**config.mk**
```make
export PLATFORM = sky130hd
export DESIGN_NAME = sp_sram_arb
export DESIGN_NICKNAME = d
export VERILOG_FILES = /design/src/rtl/sp_sram_arb.sv
export SDC_FILE = /design/constraint.sdc
export NUM_CORES = 1
export LEC_CHECK = 0
export CAP_MARGIN = 25
export CORE_MARGIN = 2
export CORE_UTILIZATION = 42
export CTS_CLUSTER_DIAMETER = 150
export DETAILED_ROUTE_END_ITERATION = 10
export GPL_ROUTABILITY_DRIVEN = 0
export GPL_TIMING_DRIVEN = 1
export PLACE_DENSITY_LB_ADDON = 0.05
export SYNTH_ARGS = -nofsm -noshare
export SYNTH_HDL_FRONTEND = slang
export SYNTH_SLANG_ARGS = --single-unit
```
**constraint.sdc**
```tcl
create_clock -name clk -period 2.3 [get_ports clk]
set_input_delay 0.23 -clock clk [delete_from_list [all_inputs] [get_ports clk]]
set_output_delay 0.23 -clock clk [all_outputs]
set_load 0.01 [all_outputs]
```
**src/rtl/sp_sram_arb.sv**
```systemverilog
// Two-requester round-robin arbiter in front of a single-port SRAM.
// After reset and on clr it sweeps INIT_VAL into all 8 words, then arbitrates.
//
// Ports:
//   clk, rst (async, active-low)
//   req/we/addr/wdata _a/_b : requester access inputs
//   clr                     : re-run the init sweep (ignored during the sweep)
//   gnt_a/gnt_b             : combinational grant, access lands at next posedge
//   rvalid_a/rvalid_b       : rdata valid for that requester (1-cycle latency)
//   rdata                   : SRAM read data passthrough
//   init_done               : sweep finished, arbiter running
//   mem_addr/mem_din/mem_wr_en/mem_dout : SRAM port
module sp_sram_arb #(
  parameter logic [7:0] INIT_VAL = 8'h00
) (
  input  logic       clk,
  input  logic       rst,
  input  logic       req_a,
  input  logic       req_b,
  input  logic       we_a,
  input  logic       we_b,
  input  logic [2:0] addr_a,
  input  logic [2:0] addr_b,
  input  logic [7:0] wdata_a,
  input  logic [7:0] wdata_b,
  input  logic       clr,
  output logic       gnt_a,
  output logic       gnt_b,
  output logic       rvalid_a,
  output logic       rvalid_b,
  output logic [7:0] rdata,
  output logic       init_done,
  output logic [2:0] mem_addr,
  output logic [7:0] mem_din,
  output logic       mem_wr_en,
  input  logic [7:0] mem_dout
);

  typedef enum logic {INIT, RUN} state_t;

  state_t     state_q, state_d;
  logic [2:0] cnt_q, cnt_d;
  logic       last_b_q;
  logic [2:0] addr_q;
  logic [7:0] din_q;
  logic       ga, gb, wr;
  logic [2:0] addr;
  logic [7:0] din;

  always_comb begin
    state_d = state_q;
    cnt_d   = cnt_q;
    ga      = 1'b0;
    gb      = 1'b0;
    wr      = 1'b0;
    addr    = addr_q;
    din     = din_q;
    unique case (state_q)
      INIT: begin
        wr    = 1'b1;
        addr  = cnt_q;
        din   = INIT_VAL;
        cnt_d = cnt_q + 3'd1;
        if (cnt_q == 3'd7)
          state_d = RUN;
      end
      RUN: begin
        if (clr) begin
          state_d = INIT;
          cnt_d   = 3'd0;
        end else begin
          // on conflict, A wins only if B won last time
          ga = req_a & (~req_b | last_b_q);
          gb = req_b & ~ga;
          unique case (1'b1)
            ga: begin
              wr   = we_a;
              addr = addr_a;
              din  = wdata_a;
            end
            gb: begin
              wr   = we_b;
              addr = addr_b;
              din  = wdata_b;
            end
            default: ;
          endcase
        end
      end
      default: ;
    endcase
  end

  // reset state is INIT, which would otherwise drive a write
  assign gnt_a     = rst & ga;
  assign gnt_b     = rst & gb;
  assign mem_wr_en = rst & wr;
  assign mem_addr  = rst ? addr : 3'd0;
  assign mem_din   = rst ? din : 8'd0;
  assign init_done = (state_q == RUN);
  assign rdata     = mem_dout;

  always_ff @(posedge clk or negedge rst) begin
    if (!rst) begin
      state_q  <= INIT;
      cnt_q    <= 3'd0;
      last_b_q <= 1'b1;
      addr_q   <= 3'd0;
      din_q    <= 8'd0;
      rvalid_a <= 1'b0;
      rvalid_b <= 1'b0;
    end else begin
      state_q  <= state_d;
      cnt_q    <= cnt_d;
      addr_q   <= addr;
      din_q    <= din;
      rvalid_a <= ga & ~we_a;
      rvalid_b <= gb & ~we_b;
      if (ga | gb)
        last_b_q <= gb;
    end
  end

endmodule

```
==> results.sh <==
export IMPL_period_needed_ns=2.208
export IMPL_hold_class="primary input to asynchronous set/reset pin"
export IMPL_max_freq_mhz=452.9
export IMPL_synth_compound_area_share_pct=26.84
export IMPL_antenna_found_initial=0
export IMPL_cts_setup_buffers=0
export IMPL_areaGrowthSynthToFinish_pct=46.75
export IMPL_vias=1109
export IMPL_ff_latch_area_um2=451.7
export IMPL_arrival_ns=1.98
export IMPL_drv_cap=0
export IMPL_fin_nets=209
export IMPL_p_leak_nw=0.8267
export IMPL_routed_wl_um=3012
export IMPL_die_area_um2=3236
export IMPL_synthMuxAreaShare_pct=0.9585
export IMPL_slew_headroom_pct=76.51
export IMPL_die_h_um=56.89
export IMPL_setup_slack_ns=0.09185
export IMPL_ant_nets=0
export IMPL_boundaryPins=62
export IMPL_synth_fp_nets=161
export IMPL_cts_sinks=18
export IMPL_outcome="completed"
export IMPL_avgViaCountPerCell=5.545
export IMPL_clkTransAtPathRegs_ns=0.11
export IMPL_fin_worst_skew_ns=0.004468
export IMPL_die_x_um=56.89
export IMPL_synth_top_family_by_area="compound AO/OA/AOI/OAI gates"
export IMPL_track_usage_pct=18.80
export IMPL_endpoint_kind="primary output"
export IMPL_avgSynthCellArea_um2=9.630
export IMPL_slew_violations=0
export IMPL_yosys_warnings=0
export IMPL_post_dp_hpwl_um=2295
export IMPL_wl_per_cell_um=15.06
export IMPL_setup_viol=0
export IMPL_multi_input_area_um2=595.6
export IMPL_hold_viol=0
export IMPL_cts_inserted_buffers=3
export IMPL_startpoint_type="flop"
export IMPL_cp_top_family="buffers and inverters"
export IMPL_portBuffers=45
export IMPL_cpPeakStageDelay_ns=0.59
export IMPL_num_fill_cells=249
export IMPL_path_cells="a21boi_2 -> buf_4 -> nand3b_1 -> o2111a_1 -> clkdlybuf4s50_1"
export IMPL_worstPathRequired_ns=2.07
export IMPL_rsz0062_at_grt="false"
export IMPL_clockBufferDepth=2
export IMPL_grt_start_max_net_pins=19
export IMPL_drive_gt1_share_pct=18.34
export IMPL_syn_inst=122
export IMPL_dp_slack_ns=-0.05950
export IMPL_setup_tns_ns=0
export IMPL_cts_tree="built"
export IMPL_async_flop_share_pct=100.0
export IMPL_synth_edf_count=0
export IMPL_powerDensity_nw_per_um2=792.1
export IMPL_crit_path_max_fanout=5
export IMPL_yosysUniqueCellTypes=41
export IMPL_core_um2=2710
export IMPL_cts_root_buf="clkbuf_4"
export IMPL_overflow=0
export IMPL_yosys_area_share_simple_pct=19.49
export IMPL_critPathBufInv=2
export IMPL_initial_core_util_pct=43.35
export IMPL_insertion_delay_ns=0.30
export IMPL_rows=19
export IMPL_route_detailed_drc=0
export IMPL_worstMarginPinSlew_ns=0.3513
export IMPL_grt_pass1_vias=1033
export IMPL_peakVddDrop_uv=502.0
export IMPL_synth_top_flop_cell="dfrtp_1"
export IMPL_criticalPathCategory="flop to primary output"
export IMPL_synthAdderAreaFrac_pct=2.130
export IMPL_grt_pass1_wl_um=4774
export IMPL_diodes=0
export IMPL_power_total_mw=1.366
export IMPL_synth_area_um2=1175
export IMPL_first_pass_iters=4
export IMPL_slowest_stage="dfstp_2"
export IMPL_synth_xor_area_share_pct=0
export IMPL_cts_hold_buffers=0
export IMPL_fin_crit_sh_pct=96.01
export IMPL_htreeDepth=1
export IMPL_ys_seq_area_share_pct=38.45
export IMPL_timing_reg2reg_setup_slack_ns=0.91
export IMPL_drt_initial_drc_count=37
export IMPL_ys_seq_elements=18
==> sequential cells by signal (all words and copies together) (netlist names) <==
register   flops
din_q          8
init_done      1
last_b_q       1
rvalid_b       1
rvalid_a       1
cnt_q          3
addr_q         3
==> what timing repair did <==
| action | CTS | global route |
|---|---|---|
| pin swaps | 0 | 0 |
| resized for setup | 5 | 5 |
| endpoints found under the setup margin | 11 | 9 |
| hold endpoints to repair | 0 | 0 |
==> kinds of logic (layout without fill, tap and decap cells) <==
group	after synthesis	in the layout
AOI/OAI and AO/OA	39	39
and+or+nand+nor	39	39
buffers and inverters	23	70
DFF	18	18
adders and majority gates	2	2
muxes	1	1
==> routing by layer <==
| layer | vias up | track usage [%] | part of all wire (%) |
|---|---|---|---|
| met5 | - | 0 | 0 |
| met4 | 0 | 1.993 | 0.46 |
| met3 | 2 | 6.912 | 8.0 |
| met2 | 49 | 31.20 | 45 |
| met1 | 515 | 24.20 | 46 |
| li1 | 543 | - | - |
==> power by group <==
part / leakage (nW) / switching [mW] / total [mW] / internal [mW]
combinational: 0.578 / 0.338 / 0.718 / 0.380
sequential: 0.234 / 0.0557 / 0.476 / 0.421
clock: 0.0150 / 0.104 / 0.171 / 0.0675
total: 0.827 / 0.498 / 1.37 / 0.868
==> metrics by stage <==
step           hold slack (ns)  util (%)  area, um2  cells
2_1_floorplan         -0.06559         -       1175    122
3_5_place_dp            0.4601     61.77       1674    196
4_1_cts                 0.1938     63.07       1709    200
5_1_grt                 0.1947     63.62       1724    200
6_report                0.1887     63.62       1724    200
3_3_place_gp            0.4601     61.77       1674    196
==> worst reg2reg max path, delay by kind of cell, from the launching register on <==
kind / cells / cell delay, ns
DFF: 1 / 0.59
AOI/OAI and AO/OA: 2 / 0.34
and+or+nand+nor: 1 / 0.21
buffers and inverters: 1 / 0.14
==> cells in the mapped netlist, types with 4 or more instances <==
cell type / count / area share, %
a21oi_1: 7 / 3.0
a31oi_1: 5 / 2.7
a32oi_1: 4 / 3.0
buf_4: 9 / 5.8
dfrtp_1: 17 / 36
inv_1: 6 / 1.9
nand2_1: 7 / 2.2
nand3_1: 9 / 3.8
nand4_1: 5 / 2.7
nor2_1: 7 / 2.2
==> layout by cell type, fill, tap and decap left out, types with 2 or more instances in the layout <==
| master | netlist | layout |
|---|---|---|
| buf_12 | 0 | 2 |
| o21ai_0 | 3 | 3 |
| ha_1 | 2 | 2 |
| dfrtp_1 | 17 | 17 |
| clkbuf_4 | 0 | 3 |
| clkdlybuf4s50_1 | 0 | 39 |
| nand4_1 | 5 | 5 |
| and3b_1 | 3 | 3 |
| a32oi_1 | 4 | 4 |
| buf_4 | 9 | 11 |
| nand2_1 | 7 | 7 |
| o211a_1 | 2 | 2 |
| o211ai_1 | 2 | 2 |
| a31oi_1 | 5 | 5 |
| dlymetal6s2s_1 | 0 | 4 |
| nand3_1 | 9 | 9 |
| a221oi_1 | 2 | 2 |
| o21ai_1 | 2 | 2 |
| dlygate4sd2_1 | 0 | 2 |
| a21oi_1 | 7 | 7 |
| o32ai_2 | 3 | 3 |
| nor2_1 | 7 | 7 |
| o2111a_1 | 2 | 2 |
| nand3b_1 | 2 | 2 |
| inv_1 | 6 | 6 |
==> cell type report <==
cell class / count / area share (%)
clock buffers: 4 / 1.524
inverters: 8 / 1.814
multi-input cells: 81 / 34.54
flip-flops and latches: 18 / 26.20
well taps: 31 / 2.250
repair buffers: 58 / 33.67
==> final timing paths <==
| check | from | end | cells after the start |
|---|---|---|---|
| worst min-delay path | rst | din_q[6] | 1 |
| worst max register to register | last_b_q | din_q[5] | 4 |
| min in group clk | mem_dout[5] | rdata[5] | 0 |
| worst max-delay path | last_b_q | mem_addr[2] | 5 |
| worst min register to register | din_q[2] | din_q[2] | 2 |
| max in group asynchronous | rst | last_b_q | 2 |
Power figures use the tool's default switching activity.
